### src/rtl/ex_issue_stage.sv
// ex_issue_stage: ID->EX issue register resolving ALU operands; RAW forwarding and stall snoop when EX_FWD_EN is defined
module ex_issue_stage #(
  parameter int XLEN = 32
) (
  input  logic            clk,
  input  logic            rst_n,
  input  logic            in_valid,
  output logic            in_ready,
  input  logic [31:0]     in_instr,
  input  logic [XLEN-1:0] in_pc,
  input  logic [XLEN-1:0] in_rs1_data,
  input  logic [XLEN-1:0] in_rs2_data,
  input  logic            fwd_exmem_we,
  input  logic [4:0]      fwd_exmem_rd,
  input  logic [XLEN-1:0] fwd_exmem_data,
  input  logic            fwd_memwb_we,
  input  logic [4:0]      fwd_memwb_rd,
  input  logic [XLEN-1:0] fwd_memwb_data,
  input  logic            flush,
  output logic            out_valid,
  input  logic            out_ready,
  output logic [XLEN-1:0] alu_in1,
  output logic [XLEN-1:0] alu_in2,
  output logic [3:0]      alu_ctrl,
  output logic [4:0]      out_rd,
  output logic            out_rd_we,
  output logic [XLEN-1:0] out_pc,
  output logic            out_illegal
);
  typedef enum logic {EMPTY, FULL} state_t;
  state_t state, state_nx;
  logic accept;
  logic [6:0] opcode;
  logic [2:0] f3;
  logic [4:0] rs1, rs2, rd;
  logic [XLEN-1:0] imm_i, imm_s, imm_u, shamt, rs1_val, rs2_val;
  logic [XLEN-1:0] d_in1, d_in2;
  logic [3:0] d_ctrl;
  logic d_use1, d_use2, d_we, d_ill;
  assign opcode = in_instr[6:0];
  assign f3 = in_instr[14:12];
  assign rd = in_instr[11:7];
  assign rs1 = in_instr[19:15];
  assign rs2 = in_instr[24:20];
  assign imm_i = XLEN'($signed(in_instr[31:20]));
  assign imm_s = XLEN'($signed({in_instr[31:25], in_instr[11:7]}));
  assign imm_u = XLEN'($signed({in_instr[31:12], 12'h000}));
  assign shamt = XLEN'(in_instr[24:20]);
  assign accept = in_valid && in_ready && !flush;
  function automatic logic [3:0] alu_op(input logic [2:0] f, input logic alt);
    return f == 3'b000 ? {3'b000, alt} :
           f == 3'b001 ? 4'd5 :
           f == 3'b010 ? 4'd8 :
           f == 3'b011 ? 4'd9 :
           f == 3'b100 ? 4'd4 :
           f == 3'b101 ? {3'b011, alt} :
           f == 3'b110 ? 4'd3 : 4'd2;
  endfunction
`ifdef EX_FWD_EN
  logic [4:0] rs1_q, rs2_q;
  logic use1_q, use2_q;
  function automatic logic [XLEN-1:0] fwd(input logic [4:0] rs, input logic [XLEN-1:0] dflt);
    return rs == 5'd0 ? dflt :
           (fwd_exmem_we && fwd_exmem_rd == rs) ? fwd_exmem_data :
           (fwd_memwb_we && fwd_memwb_rd == rs) ? fwd_memwb_data : dflt;
  endfunction
  assign rs1_val = fwd(rs1, in_rs1_data);
  assign rs2_val = fwd(rs2, in_rs2_data);
`else
  logic unused_fwd;
  assign unused_fwd = ^{fwd_exmem_we, fwd_exmem_rd, fwd_exmem_data, fwd_memwb_we, fwd_memwb_rd, fwd_memwb_data, rs1, rs2, d_use1, d_use2};
  assign rs1_val = in_rs1_data;
  assign rs2_val = in_rs2_data;
`endif
  // decode opcode into operands, ALU op and register-operand flags
  always_comb begin
    d_in1 = '0;
    d_in2 = '0;
    d_ctrl = 4'd0;
    d_use1 = 1'b0;
    d_use2 = 1'b0;
    d_we = rd != 5'd0;
    d_ill = 1'b0;
    case (opcode)
      7'b0110011: begin
        d_in1 = rs1_val;
        d_in2 = rs2_val;
        d_use1 = 1'b1;
        d_use2 = 1'b1;
        d_ctrl = alu_op(f3, in_instr[30]);
      end
      7'b0010011: begin
        d_in1 = rs1_val;
        d_use1 = 1'b1;
        d_in2 = f3[1:0] == 2'b01 ? shamt : imm_i;
        d_ctrl = alu_op(f3, in_instr[30] && f3 == 3'b101);
      end
      7'b0000011: begin
        d_in1 = rs1_val;
        d_use1 = 1'b1;
        d_in2 = imm_i;
      end
      7'b0100011: begin
        d_in1 = rs1_val;
        d_use1 = 1'b1;
        d_in2 = imm_s;
        d_we = 1'b0;
      end
      7'b1100011: begin
        d_in1 = rs1_val;
        d_in2 = rs2_val;
        d_use1 = 1'b1;
        d_use2 = 1'b1;
        d_we = 1'b0;
        d_ctrl = !f3[2] ? 4'd1 : f3[1] ? 4'd9 : 4'd8;
      end
      7'b0110111: d_in2 = imm_u;
      7'b0010111: begin
        d_in1 = in_pc;
        d_in2 = imm_u;
      end
      7'b1101111, 7'b1100111: begin
        d_in1 = in_pc;
        d_in2 = XLEN'(4);
      end
      default: begin
        d_we = 1'b0;
        d_ill = 1'b1;
      end
    endcase
  end
  // state register
  always_ff @(posedge clk or negedge rst_n) begin
    if (!rst_n) state <= EMPTY;
    else state <= state_nx;
  end
  // next state: flush wins, then accept, then hold while stalled
  always_comb begin
    state_nx = flush ? EMPTY : accept ? FULL : (state == FULL && !out_ready) ? FULL : EMPTY;
  end
  // handshake outputs
  always_comb begin
    out_valid = state == FULL;
    in_ready = !out_valid || out_ready;
  end
  // capture decoded instruction; re-resolve held register operands while stalled
  always_ff @(posedge clk or negedge rst_n) begin
    if (!rst_n) begin
      alu_in1 <= '0;
      alu_in2 <= '0;
      alu_ctrl <= 4'd0;
      out_rd <= 5'd0;
      out_rd_we <= 1'b0;
      out_pc <= '0;
      out_illegal <= 1'b0;
`ifdef EX_FWD_EN
      rs1_q <= 5'd0;
      rs2_q <= 5'd0;
      use1_q <= 1'b0;
      use2_q <= 1'b0;
`endif
    end else if (accept) begin
      alu_in1 <= d_in1;
      alu_in2 <= d_in2;
      alu_ctrl <= d_ctrl;
      out_rd <= rd;
      out_rd_we <= d_we;
      out_pc <= in_pc;
      out_illegal <= d_ill;
`ifdef EX_FWD_EN
      rs1_q <= rs1;
      rs2_q <= rs2;
      use1_q <= d_use1;
      use2_q <= d_use2;
`endif
    end
`ifdef EX_FWD_EN
    else if (out_valid && !out_ready && !flush) begin
      alu_in1 <= use1_q ? fwd(rs1_q, alu_in1) : alu_in1;
      alu_in2 <= use2_q ? fwd(rs2_q, alu_in2) : alu_in2;
    end
`endif
  end
endmodule

### config.mk
export PLATFORM = sky130hd
export DESIGN_NAME = ex_issue_stage
export DESIGN_NICKNAME = d
export VERILOG_FILES = /design/src/rtl/ex_issue_stage.sv
export SDC_FILE = /design/constraint.sdc
export NUM_CORES = 1
export LEC_CHECK = 0
export ABC_AREA = 0
export CORE_MARGIN = 4
export CORE_UTILIZATION = 36
export CTS_CLUSTER_DIAMETER = 120
export DETAILED_ROUTE_END_ITERATION = 16
export GPL_ROUTABILITY_DRIVEN = 0
export PLACE_DENSITY = 0.8
export SLEW_MARGIN = 25
export SYNTH_ARGS = -nofsm -noshare
export SYNTH_HDL_FRONTEND = slang
export SYNTH_SLANG_ARGS = --single-unit
### constraint.sdc
create_clock -name clk -period 1.65 [get_ports clk]
set_input_delay 0.165 -clock clk [delete_from_list [all_inputs] [get_ports clk]]
set_output_delay 0.165 -clock clk [all_outputs]
set_load 0.02 [all_outputs]
==> summary.md <==
| Metric | Value |
|---|---|
| DIE AREA | `0.0155 mm²` |
| Sequential group share of total power | `42.0%` |
| DRT iter0 DRCs | `312` |
| Area of the multi-input gates | `0.00197 mm²` |
| Power density cells | `906 mW/mm²` |
| Sw Ratio | `27.8%` |
| Post-Route WL | `16.8 mm` |
| Fin. max-slew vios | `0` |
| Leak pwr | `3.41 nW` |
| I/O Pins | `318` |
| Worst EP required | `1.48 ns` |
| Via count | `4,793` |
| Die width | `124 µm` |
| RSZ-0062 raised after global routing | `no` |
| Design area | `0.00804 mm²` |
| Multiplexer area fraction after synthesis | `0%` |
| Clock share of power | `32.4%` |
| Setup violations, final | `0` |
| Row cnt | `42` |
| Min setup slack post-route | `0.113 ns` |
| Syn Inst Count | `479` |
| First-pass GRT wire length | `27.3 mm` |
| Layout cells sized above 1 | `11.7%` |
| Buf+Inv Stages, Crit Path | `1` |
| Worst slew pin tran | `0.595 ns` |
| Gr ovfl total | `0` |
| Post-layout net count | `941` |
| Clock Latency Late Sink | `0.35 ns` |
| Clock transition at path regs | `0.07 ns` |
| Fmax achieved | `651 MHz` |
| FF+latch count, synth | `108` |
| Worst setup EP type | `output port` |
| Area share of fa/ha/maj cells after synthesis | `0%` |
| Peak VDD IR | `553 µV` |
| Tot Pwr | `7.28 mW` |
| CP Cell Sequence | `clkdlybuf4s50_1` |
| Ys Warns | `0` |
| Avg Vias per Cell | `5.25` |
| Min-Delay Path Class | `in -> reg` |
| Place WS | `-0.317 ns` |
| CP max stage delay | `0.62 ns` |
| Mapped Area | `0.00487 mm²` |
| Relative max-transition margin | `60.3%` |
| DRT Pass-1 Iters | `5` |
| Synth Area in Simple Gates | `18.4%` |
| Overall global routing resource usage | `21.6%` |
| Area delta synth->final | `65.0%` |
| CTS tree | `built` |
| Compound-gate portion of the synthesized area | `21.3%` |
| Vias in the first global route | `5,202` |
| Register area | `0.00270 mm²` |
| Clk sinks | `108` |
| Comb pwr share | `25.6%` |
| Clk_skew | `0.00554 ns` |
| Final Cycle Share | `93.1%` |
| Max Buffers Root-to-Sink | `2` |
| Cts bufs inserted | `9` |
| Die Y | `124 µm` |
| Post-synthesis xor/xnor area fraction | `0.180%` |
| Critical-path top delay cell | `clkdlybuf4s50_1` |
| CTS Root Cell | `clkbuf_16` |
| Critical Path AT | `1.37 ns` |
| Largest net degree at the start of global routing | `109` |
| Largest delay share family, worst path | `buffers and inverters` |
| Core ar. | `0.0132 mm²` |
| H-tree depth | `3` |
| Avg WL per Cell | `18.4 µm` |
| Initial antenna violation count | `0` |
| Psw | `2.02 mW` |
| Avg Inst Size Synth | `10.2 µm²` |
| Util after Layout | `60.7%` |
| Initial cell density of the core | `36.8%` |
| Port Buffers | `241` |
| Post-Syn Nets | `688` |
| Placed cells | `895` |
| Status | `completed` |
| Type of the worst setup path | `reg -> out` |
| Placed inst area | `0.00768 mm²` |
| Largest family of logic cells by synthesized area | `compound AO/OA/AOI/OAI gates` |
| Min cycle time layout | `1.54 ns` |
| Post-DP HPWL | `12.7 mm` |
| CP Launch Type | `register` |
| Synth unique cells | `42` |
| Hold Vio Cnt, Final | `0` |
| ANT nets after route | `0` |
| Maxcap violations | `0` |
| Worst Path Max Fanout | `2` |
| Part of the Yosys area used for sequential elements | `55.5%` |
| Int Pwr | `5.26 mW` |
| Fillers | `1,080` |
| Cell Count, Final, Fillers Out | `913` |
| DR DRC count | `0` |
-- cells in the final DEF (no fill, tap or decap), types with 2 or more instances in the layout --
master,count
clkbuf_16,9
a211oi_2,20
nand4_1,8
nand3_1,12
buf_4,30
buf_12,8
nand2_1,123
nand2b_1,2
bufinv_16,2
o21ai_0,20
inv_1,4
a211oi_1,3
a221oi_1,4
a22o_1,5
o21ai_1,16
dfrtp_1,108
nor2_1,32
clkdlybuf4s50_1,236
a22oi_1,52
a21oi_1,3
clkbuf_8,2
nor2b_1,4
dlymetal6s2s_1,3
-- power by group through the flow --
stage	sequential, mW	combinational, mW	clock [mW]
3_5_place_dp	3.11	1.87	0
2_1_floorplan	3.41	0.430	0
6_report	3.06	1.86	2.36
3_3_place_gp	3.10	1.84	0
4_1_cts	3.06	1.88	2.42
5_1_grt	3.09	1.99	2.50
-- Yosys cell counts --
cell type	n	area [µm²]
nand2_1	124	465
dfrtp_1	108	2700
a22oi_1	52	390
nor2_1	33	124
a211oi_2	20	250
o21ai_0	20	100
buf_2	16	80.1
o21ai_1	16	80.1
clkbuf_1	13	48.8
nand3_1	12	60.1
nand4_1	8	50.1
buf_6	6	67.6
a22o_1	5	43.8
a221oi_1	4	35.0
inv_1	4	15.0
nor2b_1	4	25.0
a211oi_1	3	22.5
a21oi_1	3	15.0
nand2b_1	3	18.8
a31oi_1	2	12.5
buf_4	2	15.0
a2111o_1	1	11.3
a21o_1	1	7.51
a21oi_2	1	8.76
and2_1	1	6.26
and4bb_2	1	12.5
nand3b_1	1	7.51
nand4b_4	1	23.8
nand4bb_4	1	27.5
nor3_4	1	16.3
nor3b_4	1	18.8
nor4_4	1	21.3
o2111a_1	1	11.3
o211ai_1	1	7.51
o21a_1	1	7.51
o22a_1	1	8.76
o311ai_0	1	8.76
o31ai_1	1	7.51
o41ai_1	1	8.76
or3_4	1	11.3
or4_1	1	7.51
xnor2_1	1	8.76
-- worst paths after layout --
path | start | to | slack, ns | depth (start not counted)
max | alu_in2[2]$_DFFE_PN0P_ | alu_in2[2] | 0.11 | 1
min reg2reg | out_pc[13]$_DFFE_PN0P_ | out_pc[13]$_DFFE_PN0P_ | 0.48 | 2
max in group asynchronous | rst_n | alu_in2[14]$_DFFE_PN0P_ | 0.76 | 3
min | in_rs2_data[11] | alu_in2[11]$_DFFE_PN0P_ | 0.37 | 3
max reg2reg | out_valid$_DFF_PN0_ | alu_in2[18]$_DFFE_PN0P_ | 0.19 | 5
min in group asynchronous | rst_n | out_rd[1]$_DFFE_PN0P_ | 0.42 | 3
-- routing by layer --
layer	track usage, %	part of all wire, %	wire (µm)	vias up
li1	-	-	-	2200
met1	25.5	39	6590	2328
met2	37.4	51	8500	234
met3	6.05	7.5	1250	31
met4	7.99	2.6	428	0
met5	0	0	0	-
-- layout make-up --
cell class                      count  area share (%)
Timing Repair Buffer              279            34.9
Sequential cell                   108            33.6
Tap cell                          176            2.74
Clock inverter                      4           0.903
Inverter                            4           0.187
Antenna cell                        1          0.0311
Multi-Input combinational cell    330            24.5
Clock buffer                       11            3.14
-- state kept, by name, indices dropped and copies added, names as in the netlist --
signal       cells
alu_in1         32
alu_in2         32
out_pc          32
out_rd           5
alu_ctrl         4
out_illegal      1
out_rd_we        1
out_valid        1
-- metrics by stage --
stage          setup TNS (ns)  hold slack [ns]
2_1_floorplan               0           -0.131
3_5_place_dp           -16.54            0.290
4_1_cts                     0            0.351
3_3_place_gp           -13.13            0.286
6_report                    0            0.365
5_1_grt                     0            0.375
-- cells by family (layout without fill, tap and decap cells) --
kind of cell / Yosys count / count (layout)
other: 0 / 1
and+or+nand+nor: 194 / 194
AOI/OAI and AO/OA: 135 / 135
buffers and inverters: 41 / 298
xor gates and xnor gates: 1 / 1
DFF: 108 / 108
-- timing repair --
item                       CTS  global route
setup endpoints to repair    1            44
gates resized for setup      1             5
buffers inserted             0             1
pin swaps                    0             1
hold buffers                 1             0
hold endpoints to repair   108             0
Power figures use the tool's default switching activity.
